--- config.mk ---
export PLATFORM = sky130hd
export DESIGN_NAME = seg7_readback
export DESIGN_NICKNAME = d
export VERILOG_FILES = /design/src/rtl/seg7_readback.sv
export SDC_FILE = /design/constraint.sdc
export NUM_CORES = 1
export LEC_CHECK = 0
export ABC_CLOCK_PERIOD_IN_PS = 3580
export BUFFER_PORTS_ARGS = -buffer_cell sky130_fd_sc_hd__buf_2
export CAP_MARGIN = 10
export CORE_MARGIN = 4
export CORE_UTILIZATION = 42
export DETAILED_ROUTE_END_ITERATION = 8
export GPL_TIMING_DRIVEN = 0
export PLACE_DENSITY = 0.65
export RECOVER_POWER = 100
export SYNTH_ARGS = -nofsm -noshare
export SYNTH_HDL_FRONTEND = slang
export SYNTH_SLANG_ARGS = --single-unit
--- constraint.sdc ---
create_clock -name clk -period 3.58 [get_ports clk]
set_input_delay 0.179 -clock clk [delete_from_list [all_inputs] [get_ports clk]]
set_output_delay 0.179 -clock clk [all_outputs]
set_load 0.05 [all_outputs]
--- src/rtl/seg7_readback.sv ---
// seg7_readback: debounces four active-low 7-seg buses, decodes them to BCD and flags blank/bad/backstep
module seg7_readback #(
  parameter int STABLE_CYCLES = 4,
  parameter int ERR_CNT_W = 8
) (
  input  logic                 clk,
  input  logic                 rst_n,
  input  logic                 sample_en,
  input  logic [6:0]           seg0,
  input  logic [6:0]           seg1,
  input  logic [6:0]           seg2,
  input  logic [6:0]           seg3,
  input  logic                 clr_err,
  output logic [3:0]           digit0,
  output logic [3:0]           digit1,
  output logic [3:0]           digit2,
  output logic [3:0]           digit3,
  output logic                 valid,
  output logic [3:0]           blank,
  output logic [3:0]           bad,
  output logic                 update,
  output logic                 backstep,
  output logic [ERR_CNT_W-1:0] err_count
);
  typedef enum logic {SETTLE, LOCKED} state_t;
  state_t state, state_n;
  logic [27:0] raw, raw_prev, raw_prev_n;
  logic [7:0] cnt, cnt_n;
  logic commit, nv, bs;
  logic [3:0][3:0] d, dg, nd;
  logic [3:0] bl, bd;
  function automatic logic [5:0] dec(input logic [6:0] s);
    case (s)
      7'b1000000: return 6'd0;
      7'b1111001: return 6'd1;
      7'b0100100: return 6'd2;
      7'b0110000: return 6'd3;
      7'b0011001: return 6'd4;
      7'b0010010: return 6'd5;
      7'b0000010: return 6'd6;
      7'b1111000: return 6'd7;
      7'b0000000: return 6'd8;
      7'b0010000: return 6'd9;
      7'b1111111: return 6'b010000;
      default:    return 6'b100000;
    endcase
  endfunction
  assign raw = {seg3, seg2, seg1, seg0};
  genvar i;
  for (i = 0; i < 4; i++) begin : g_dec
    assign {bd[i], bl[i], dg[i]} = dec(raw[7*i +: 7]);
    assign nd[i] = (bl[i] | bd[i]) ? d[i] : dg[i];
  end
  assign nv = ~|{bl, bd};
  assign bs = valid & nv & (nd < d) & (nd != '0);
  assign {digit3, digit2, digit1, digit0} = d;
  always_comb begin
    state_n = state;
    cnt_n = cnt;
    raw_prev_n = raw_prev;
    commit = 1'b0;
    if (sample_en && raw != raw_prev) begin
      raw_prev_n = raw;
      cnt_n = 8'd1;
      state_n = SETTLE;
    end else if (sample_en && state == SETTLE) begin
      cnt_n = cnt + 8'd1;
      commit = cnt_n == 8'(STABLE_CYCLES);
      state_n = commit ? LOCKED : SETTLE;
    end
  end
  always_ff @(posedge clk) begin
    if (!rst_n) begin
      state <= SETTLE;
      cnt <= '0;
      raw_prev <= '1;
    end else begin
      state <= state_n;
      cnt <= cnt_n;
      raw_prev <= raw_prev_n;
    end
  end
  always_ff @(posedge clk) begin
    if (!rst_n) begin
      d <= '0;
      valid <= 1'b0;
      blank <= '0;
      bad <= '0;
      update <= 1'b0;
      backstep <= 1'b0;
      err_count <= '0;
    end else begin
      update <= commit;
      backstep <= commit & bs;
      if (commit) begin
        d <= nd;
        valid <= nv;
        blank <= bl;
        bad <= bd;
      end
      if (clr_err) err_count <= '0;
      else if (commit && |bd && !(&err_count)) err_count <= err_count + ERR_CNT_W'(1);
    end
  end
endmodule

**Word-level counts from Yosys, hierarchy flattened**

Cells that the tools add are included.

- Reduce and logical (&&, ||, !) cells: 17
- Magnitude comparators: 1
- Bitwise operators: 10
- Mux-type cells: 13
- $add $sub $neg: 2
- Equality and inequality tests: 42

Operators by type and width:

| operator | number |
|---|---|
| $pmux 6 s11 | 4 |
| $eq 7x7->1 const B | 16 |
| $eq 7x5->1 const B | 12 |
| $eq 7x6->1 const B | 8 |
| $eq 7x2->1 const B | 4 |
| $logic_not 7->1 | 4 |
| $ne 28x28->1 | 1 |
| $add 8x1->8 const B | 2 |
| $lt 16x16->1 | 1 |
| $mux 4 | 4 |
| $reduce_bool 16->1 | 1 |
| $eq 8x3->1 const B | 1 |
| $reduce_and 8->1 | 1 |
| $reduce_or 8->1 | 1 |
| $mux 1 | 5 |
| $and 1x1->1 | 4 |
| $logic_and 1x1->1 | 4 |
| $or 1x1->1 | 4 |
| $reduce_or 2->1 | 2 |
| $reduce_or 4->1 | 1 |
| $logic_not 1->1 | 2 |
| $not 1->1 | 2 |
| $reduce_bool 2->1 | 1 |

- Input bits: 32
- Register bits: 72
- Word-level logic and storage cells: 99

**Longest topological paths before layout**

Gate-level depths: netlist of run 1.

- Depth in word-level cells: 8
- Depth in mapped cells: 14
- Depth with buffers taken out: 13

**Worst setup path after synthesis of run 1**

No wires, ideal clock.

- Path type: in2reg
- Start point: input seg2[4]
- End point: register backstep
- Path buffers: 1
- Setup time: 0.086 ns
- Data required time: 3.494 ns
- Setup slack: 0.672 ns
- Stages on the path: 14
- Arrival: 2.823 ns
- Path through: buf_2 > a2111o_1 > a211oi_1 > nor4b_1 > or2_1 > a22o_1 > ha_1 > a21o_1 > a21oi_1 > o21ai_0 > a21oi_1 > o21ai_0 > or3_1 > a211oi_1

RTL lines:

| element | line | source |
|---|---|---|
| start: declaration | 11 | `input logic [6:0] seg2,` |
| end signal: assignment | 94 | `backstep <= commit & bs;` |
| end: declaration | 22 | `output logic backstep,` |

==> results of run 1 <==
## registers in the layout (all words and copies together), names as in the netlist
| register | cells |
|---|---|
| raw_prev | 28 |
| state | 1 |
| err_count | 8 |
| update | 1 |
| cnt | 8 |
| digit0 | 4 |
| valid | 1 |
| digit2 | 4 |
| blank | 4 |
| digit3 | 4 |
| digit1 | 4 |
| bad | 4 |
| backstep | 1 |
## area by class of cell
cell class	instances	area [um2]	share of cell area, %
multi-input combinational	427	2790	55.0
timing repair buffer	46	186	3.68
buffer	42	215	4.25
clock buffer	14	173	3.41
clock inverter	2	12.5	0.247
inverter	21	78.8	1.56
tap	136	170	3.36
sequential	72	1440	28.5
## through the flow
stage | power (mW) | hold slack [ps] | setup slack, ps | util (%)
final | 1.72 | 83.0 | 313 | 48.6
after global routing | 1.79 | 97.4 | 128 | 48.6
after CTS | 1.73 | 73.3 | 421 | 49.3
after detailed placement | 1.11 | 449 | 54.8 | 47.5
after global placement | 1.10 | 445 | 25.0 | 47.5
after floorplan | 1.04 | 308 | 672 | -
## worst min-delay path: stages
cell and delay [ps]:
buf_2 90, nor2_1 40, o21a_1 90
## synth_stat cells, types with 4 or more instances
cell | count | area, um2
nand2_1 | 77 | 289
or4_1 | 4 | 30.0
and3_1 | 8 | 50.1
mux2i_1 | 27 | 270
and4b_1 | 5 | 50.1
xnor2_1 | 14 | 123
a21o_1 | 5 | 37.5
inv_1 | 20 | 75.1
buf_2 | 19 | 95.1
o211ai_1 | 6 | 45.0
a211oi_1 | 17 | 128
a21oi_1 | 33 | 165
nor2b_1 | 5 | 31.3
o21ai_0 | 6 | 30.0
nand4_1 | 13 | 81.3
nor3_1 | 8 | 40.0
nor2_1 | 47 | 176
nand4b_1 | 5 | 43.8
dfxtp_1 | 72 | 1440
buf_6 | 6 | 67.6
nor4_1 | 12 | 75.1
a22o_1 | 5 | 43.8
or3_1 | 7 | 43.8
ha_1 | 17 | 213
xor2_1 | 25 | 219
clkbuf_1 | 17 | 63.8
nand3_1 | 26 | 130
a221o_1 | 4 | 40.0
nor4b_1 | 4 | 35.0
## worst max-delay path by stage
stage	depth (start not counted)	startpoint	end
6_report	15	seg2[0]	backstep$_SDFF_PN0_
5_1_grt	15	seg2[0]	backstep$_SDFF_PN0_
4_1_cts	15	seg2[0]	backstep$_SDFF_PN0_
3_5_place_dp	15	seg2[0]	backstep$_SDFF_PN0_
3_3_place_gp	15	seg2[0]	backstep$_SDFF_PN0_
2_1_floorplan	14	seg2[4]	backstep$_SDFF_PN0_
## routing by layer
layer	global-route usage (%)	share of wire (%)	up-vias	wire, um
met1	27.3	46	2114	5730
met5	0	0	-	0
met3	3.83	6.4	32	801
li1	-	-	2132	-
met4	8.41	2.5	0	318
met2	31.9	46	159	5730
## report_power, final
part           switching [mW]  internal (mW)
Combinational           0.158         0.0989
Sequential             0.0156          0.823
Clock                   0.315          0.308
## cell families (layout without fill, tap and decap cells)
family                   after synthesis  after routing  share of synthesized area (%)
AO/OA/AOI/OAI                        106            106                           16.6
adder cells (fa/ha/maj)               17             17                           4.68
buffers and inverters                 63            125                           6.72
XOR/XNOR                              39             39                           7.51
AND/OR/NAND/NOR                      238            238                           26.8
multiplexers                          27             27                           5.95
flip-flops                            72             72                           31.7
==> results.tsv, run 1 <==
stage	metric	value	unit
status	status	finished, final reports clean	
setup_path	Reg2Reg Depth	8	
sta	max_slew headroom	35.5	%
die	row count	37	
setup_path	Reg-to-Reg End	err_count[6]$_SDFFE_PP0P_	
sta	Slew @ Worst Pin	961	ps
pwr	Worst VDD drop	146	uV
clock_network	Clock Sinks	72	
synth	Post-synth EDFFs	0	
min_path	Hold WC Path Type	input port to register	
clock_network	CTS tree	done	
clock_network	cts bufs inserted	9	
clock_network	clk slew on worst S/H paths	80	ps
cells_and_area	Layout Cells excl Fill	760	
sta	Final Cycle Share	91.3	%
synth	post-synthesis sequential area ratio	31.7	%
sta	RSZ-0062 raised after global routing	no	
route	antenna-violating nets left	0	
clock_network	CTS root buf	clkbuf_8	
min_path	Endpoint, Worst Hold	err_count[5]$_SDFFE_PP0P_	
global_routing	largest net degree at the start of global routing	12	
setup_path	CP cell instances	buf_2 > buf_2 > nor4_1 > nand3_1 > nor4b_1 > or2_0 > a22o_1 > ha_1 > a21o_1 > a21oi_1 > o21ai_0 > a21oi_1 > o21ai_0 > or3_1 > a211oi_1	
synth	Yosys reg bits	72	
cells_and_area	area added between synthesis and finish	11.4	%
sta	crit path time final	3270	ps
route	Post-Route WL	12.6	mm
setup_path	critical path's slowest cell	nor4_1	
sta	Max Freq	0.306	GHz
route	vias per cell	5.84	
setup_path	WP data required	3830	ps
sta	Slew Viols, Final	0	
placement	placed cell count	744	
synth	syn nets	611	
placement	gp weighted congestion	0.933	
synth	post-synth cell types	62	
cells_and_area	most common cell after layout, fill and taps aside	nand2_1	
cells_and_area	net count of the finished layout	668	
setup_path	crit path max fanout	10	
synth	Syn Area/Cell	8.09	um2
synth	asr flop ratio synth	0	%
global_routing	initial antenna violation count	0	
setup_path	critical path's largest stage delay	590	ps
clock_network	CTS Buffer Depth	2	
die	initial core utilization	43.6	%
route	DRC	0	
cells_and_area	design area	0.00506	mm2
global_routing	first-pass GRT wire length	20.7	mm
setup_path	Crit path max-delay family	simple AND/OR/NAND/NOR gates	
die	full die area	0.0126	mm2
synth	Mapped Cells	562	
pwr	Pleak	1.99	nW
sta	Final Skew	6.36	ps
sta	count of final setup violators	0	
setup_path	Worst Setup End Kind	register	
route	wire length per cell	16.6	um
placement	DP HPWL	9.47	mm
pwr	Power Density	340	mW/mm2
synth	Yosys warning count	0	
global_routing	GRT Residual Overflow	0	
clock_network	post-CTS resize count	0	
synth	Post-synth top flop	dfxtp_1	
cells_and_area	filler cell count	1059	
placement	placed cell areas	0.00495	mm2
global_routing	GRT Util Overall	20.2	%
job	total of max-cap violations	0	
setup_path	Buffers & Inverters on Critical Path	2	
cells_and_area	fraction of layout cells with a size suffix above 1	8.17	%
cells_and_area	# diodes	0	
min_path	worst hold stages	3	
die	Ports	67	
cells_and_area	most frequent cells in the layout	nand2_1, dfxtp_1, clkbuf_1	
setup_path	crit path kind	input port to register	
global_routing	vias in the first global route	4195	
die	Core Area	0.0104	mm2
setup_path	RR Startpoint	raw_prev[12]$_SDFFE_PN1P_	
setup_path	CP Launch Type	input port	
clock_network	CTS H-tree lvls	3	
route	initial drt markers	379	
sta	final hold violation count	0	
sta	setup TNS	0	ps
setup_path	r2r setup slk	530	ps
min_path	hold_sp	clr_err	
clock_network	worst skew pair latency	360	ps
clock_network	Hold-fix buffers, CTS	0	
route	DR pass1 iterations	5	
route	vias	4437	
setup_path	critical path data arrival time	3510	ps
synth	cell area after synthesis	0.00455	mm2
placement	IO Port Bufs	46	
clock_network	post-CTS setup buffer count	0	
die	die height	112	um
die	Die Wd	112	um
Note: power is estimated with default switching activity, not from simulation.
==> run 2: changes to the inputs <==
Settings changed: CELL_PAD_IN_SITES_DETAIL_PLACEMENT set to 0, CELL_PAD_IN_SITES_GLOBAL_PLACEMENT set to 1, PLACE_DENSITY 0.65 to not set, PLACE_DENSITY_LB_ADDON set to 0.1.
==> results.tsv, run 2 (synthesis results as in run 1) <==
stage	metric	value	unit	change
die	die height	112	um	unchanged
sta	count of final setup violators	0		unchanged
cells_and_area	most common cell after layout, fill and taps aside	nand2_1		
sta	Final Cycle Share	90.5	%	-0.81 points
pwr	clock share of power	38.7	%	+2.4 points
cells_and_area	Layout Cells excl Fill	759		-0.13%
route	vias per cell	5.60		-4.0%
placement	DP HPWL	9.64	mm	+1.8%
global_routing	largest net degree at the start of global routing	12		unchanged
cells_and_area	final core utilization	48.8	%	+0.20 points
setup_path	Buffers & Inverters on Critical Path	2		unchanged
sta	crit path time final	3240	ps	-29.0 ps
cells_and_area	most frequent cells in the layout	nand2_1, dfxtp_1, clkbuf_1		
clock_network	worst skew pair latency	360	ps	about the same
clock_network	Clock Sinks	72		unchanged
setup_path	Worst Setup End Kind	register		
status	status	finished, final reports clean		
cells_and_area	# diodes	0		unchanged
die	Ports	67		unchanged
setup_path	Crit path max-delay family	simple AND/OR/NAND/NOR gates		
job	total of max-cap violations	0		unchanged
die	Die Wd	112	um	unchanged
setup_path	critical path data arrival time	3500	ps	about the same
sta	Worst Setup Slack, final	342	ps	+29.0 ps
route	DRC	0		unchanged
clock_network	CTS Buffer Depth	2		unchanged
clock_network	CTS H-tree lvls	3		unchanged
pwr	Power Density	351	mW/mm2	+3.4%
pwr	Pleak	2.00	nW	+0.45%
clock_network	clk slew on worst S/H paths	80	ps	about the same
sta	Final Skew	8.83	ps	+2.47 ps
clock_network	Hold-fix buffers, CTS	0		unchanged
cells_and_area	top flop regs	raw_prev: 28 flops, cnt: 8 flops, err_count: 8 flops		
die	Core Area	0.0104	mm2	unchanged
sta	RSZ-0062 raised after global routing	no		
pwr	Seq pwr share	46.9	%	-1.9 points
sta	final hold violation count	0		unchanged
clock_network	post-CTS setup buffer count	0		unchanged
cells_and_area	Largest register FFs	28		unchanged
setup_path	r2r setup slk	480	ps	-50 ps
clock_network	post-CTS resize count	0		unchanged
setup_path	crit path max fanout	10		unchanged
route	initial drt markers	279		-26%
pwr	sw power	0.488	mW	-0.32%
global_routing	first-pass GRT wire length	20.6	mm	-0.67%
global_routing	GRT Residual Overflow	0		unchanged
pwr	total power	1.78	mW	+3.8%
placement	placed cell count	744		unchanged
cells_and_area	fraction of layout cells with a size suffix above 1	8.19	%	+0.013 points
cells_and_area	filler cell count	1086		+2.5%
setup_path	WP data required	3840	ps	about the same
setup_path	CP cell instances	buf_2 > buf_2 > nor4_1 > nand3_1 > nor4b_1 > or2_0 > a22o_1 > ha_1 > a21o_1 > a21oi_1 > o21ai_0 > a21oi_1 > o21ai_0 > or3_1 > a211oi_1		
die	row count	37		unchanged
pwr	Worst VDD drop	154	uV	+5.6%
route	wire length per cell	16.7	um	+0.98%
setup_path	critical path's largest stage delay	570	ps	-20 ps
route	vias	4253		-4.1%
pwr	Comb power frac	14.3	%	-0.7 points
pwr	Net Sw Frac	27.3	%	-1.1 points
die	full die area	0.0126	mm2	unchanged
setup_path	crit path kind	input port to register		
global_routing	initial antenna violation count	0		unchanged
cells_and_area	area added between synthesis and finish	11.8	%	
global_routing	vias in the first global route	4060		-3.2%
sta	Max Freq	0.309	GHz	+0.89%
clock_network	CTS tree	done		
pwr	Cell Int Power	1.30	mW	+5.5%
min_path	Hold WC Path Type	input port to register		
sta	max_slew headroom	30.5	%	-5.0 points
global_routing	GRT Util Overall	20.4	%	+0.14 points
clock_network	cts bufs inserted	9		unchanged
setup_path	critical path's slowest cell	nor4_1		
placement	gp weighted congestion	0.878		-5.9%
route	Post-Route WL	12.7	mm	+0.85%
cells_and_area	net count of the finished layout	668		unchanged
clock_network	CTS root buf	clkbuf_8		
cells_and_area	Reg with most FFs	raw_prev		
placement	IO Port Bufs	46		unchanged
route	DR pass1 iterations	5		unchanged
die	initial core utilization	43.6	%	unchanged
route	antenna-violating nets left	0		unchanged
sta	Slew @ Worst Pin	1040	ps	+75.0 ps
placement	Setup WS pre-CTS	-43.7	ps	-98.5 ps
sta	Slew Viols, Final	0		unchanged
setup_path	CP Launch Type	input port		
## run 2: cell count changes in the layout (fill, tap and decap cells not counted)
cell | before | now
bufinv_16 | 0 | 1
clkinv_2 | 1 | 0
clkbuf_1 | 58 | 57
## run 2: final timing paths
check,to,depth (start not counted),start
setup / recovery,backstep$_SDFF_PN0_,15,seg2[0]
setup reg to reg,err_count[5]$_SDFFE_PP0P_,8,raw_prev[12]$_SDFFE_PN1P_
hold reg to reg,blank[2]$_SDFFE_PN0P_,2,blank[2]$_SDFFE_PN0P_
hold / removal,raw_prev[1]$_SDFFE_PN1P_,3,seg0[1]
## run 2: metrics by stage
step / instance area (um2) / hold slack [ps] / setup TNS [ps]
final: 5080 / 83.7 / 0
after global placement: 4950 / 444 / -90.4
after detailed placement: 4950 / 449 / -43.7
after floorplan: 4550 / 308 / 0
after global routing: 5080 / 78.2 / 0
after CTS: 5150 / 69.3 / 0
## run 2: worst reg2reg max path, stage by stage, from the launching register on
cell and delay [ps]:
dfxtp_1 320, xor2_1 160, nor4_1 370, nand4_1 170, o41ai_1 500, clkbuf_1 560
nand3_1 380, o31a_1 360, o21a_1 180
## run 2: power groups by stage
stage	Clock (mW)	Sequential, mW	Combinational [mW]
after detailed placement	0	0.856	0.256
after global placement	0	0.855	0.254
after floorplan	0	0.858	0.187
after global routing	0.749	0.841	0.284
after CTS	0.712	0.838	0.257
final	0.691	0.838	0.256
## run 2: cell type report
class | instances | area (um2) | area share [%]
buffer | 42 | 215 | 4.23
inverter | 21 | 78.8 | 1.55
tap | 136 | 170 | 3.35
multi-input combinational | 427 | 2790 | 54.8
sequential | 72 | 1440 | 28.4
clock inverter | 2 | 37.5 | 0.738
clock buffer | 13 | 169 | 3.32
timing repair buffer | 46 | 186 | 3.67
## run 2: metal layers
| layer | global-route usage (%) | wire (um) |
|---|---|---|
| met1 | 28.0 | 6300 |
| met2 | 31.9 | 5550 |
| met3 | 4.58 | 639 |
| met4 | 6.49 | 199 |
| met5 | 0 | 0 |
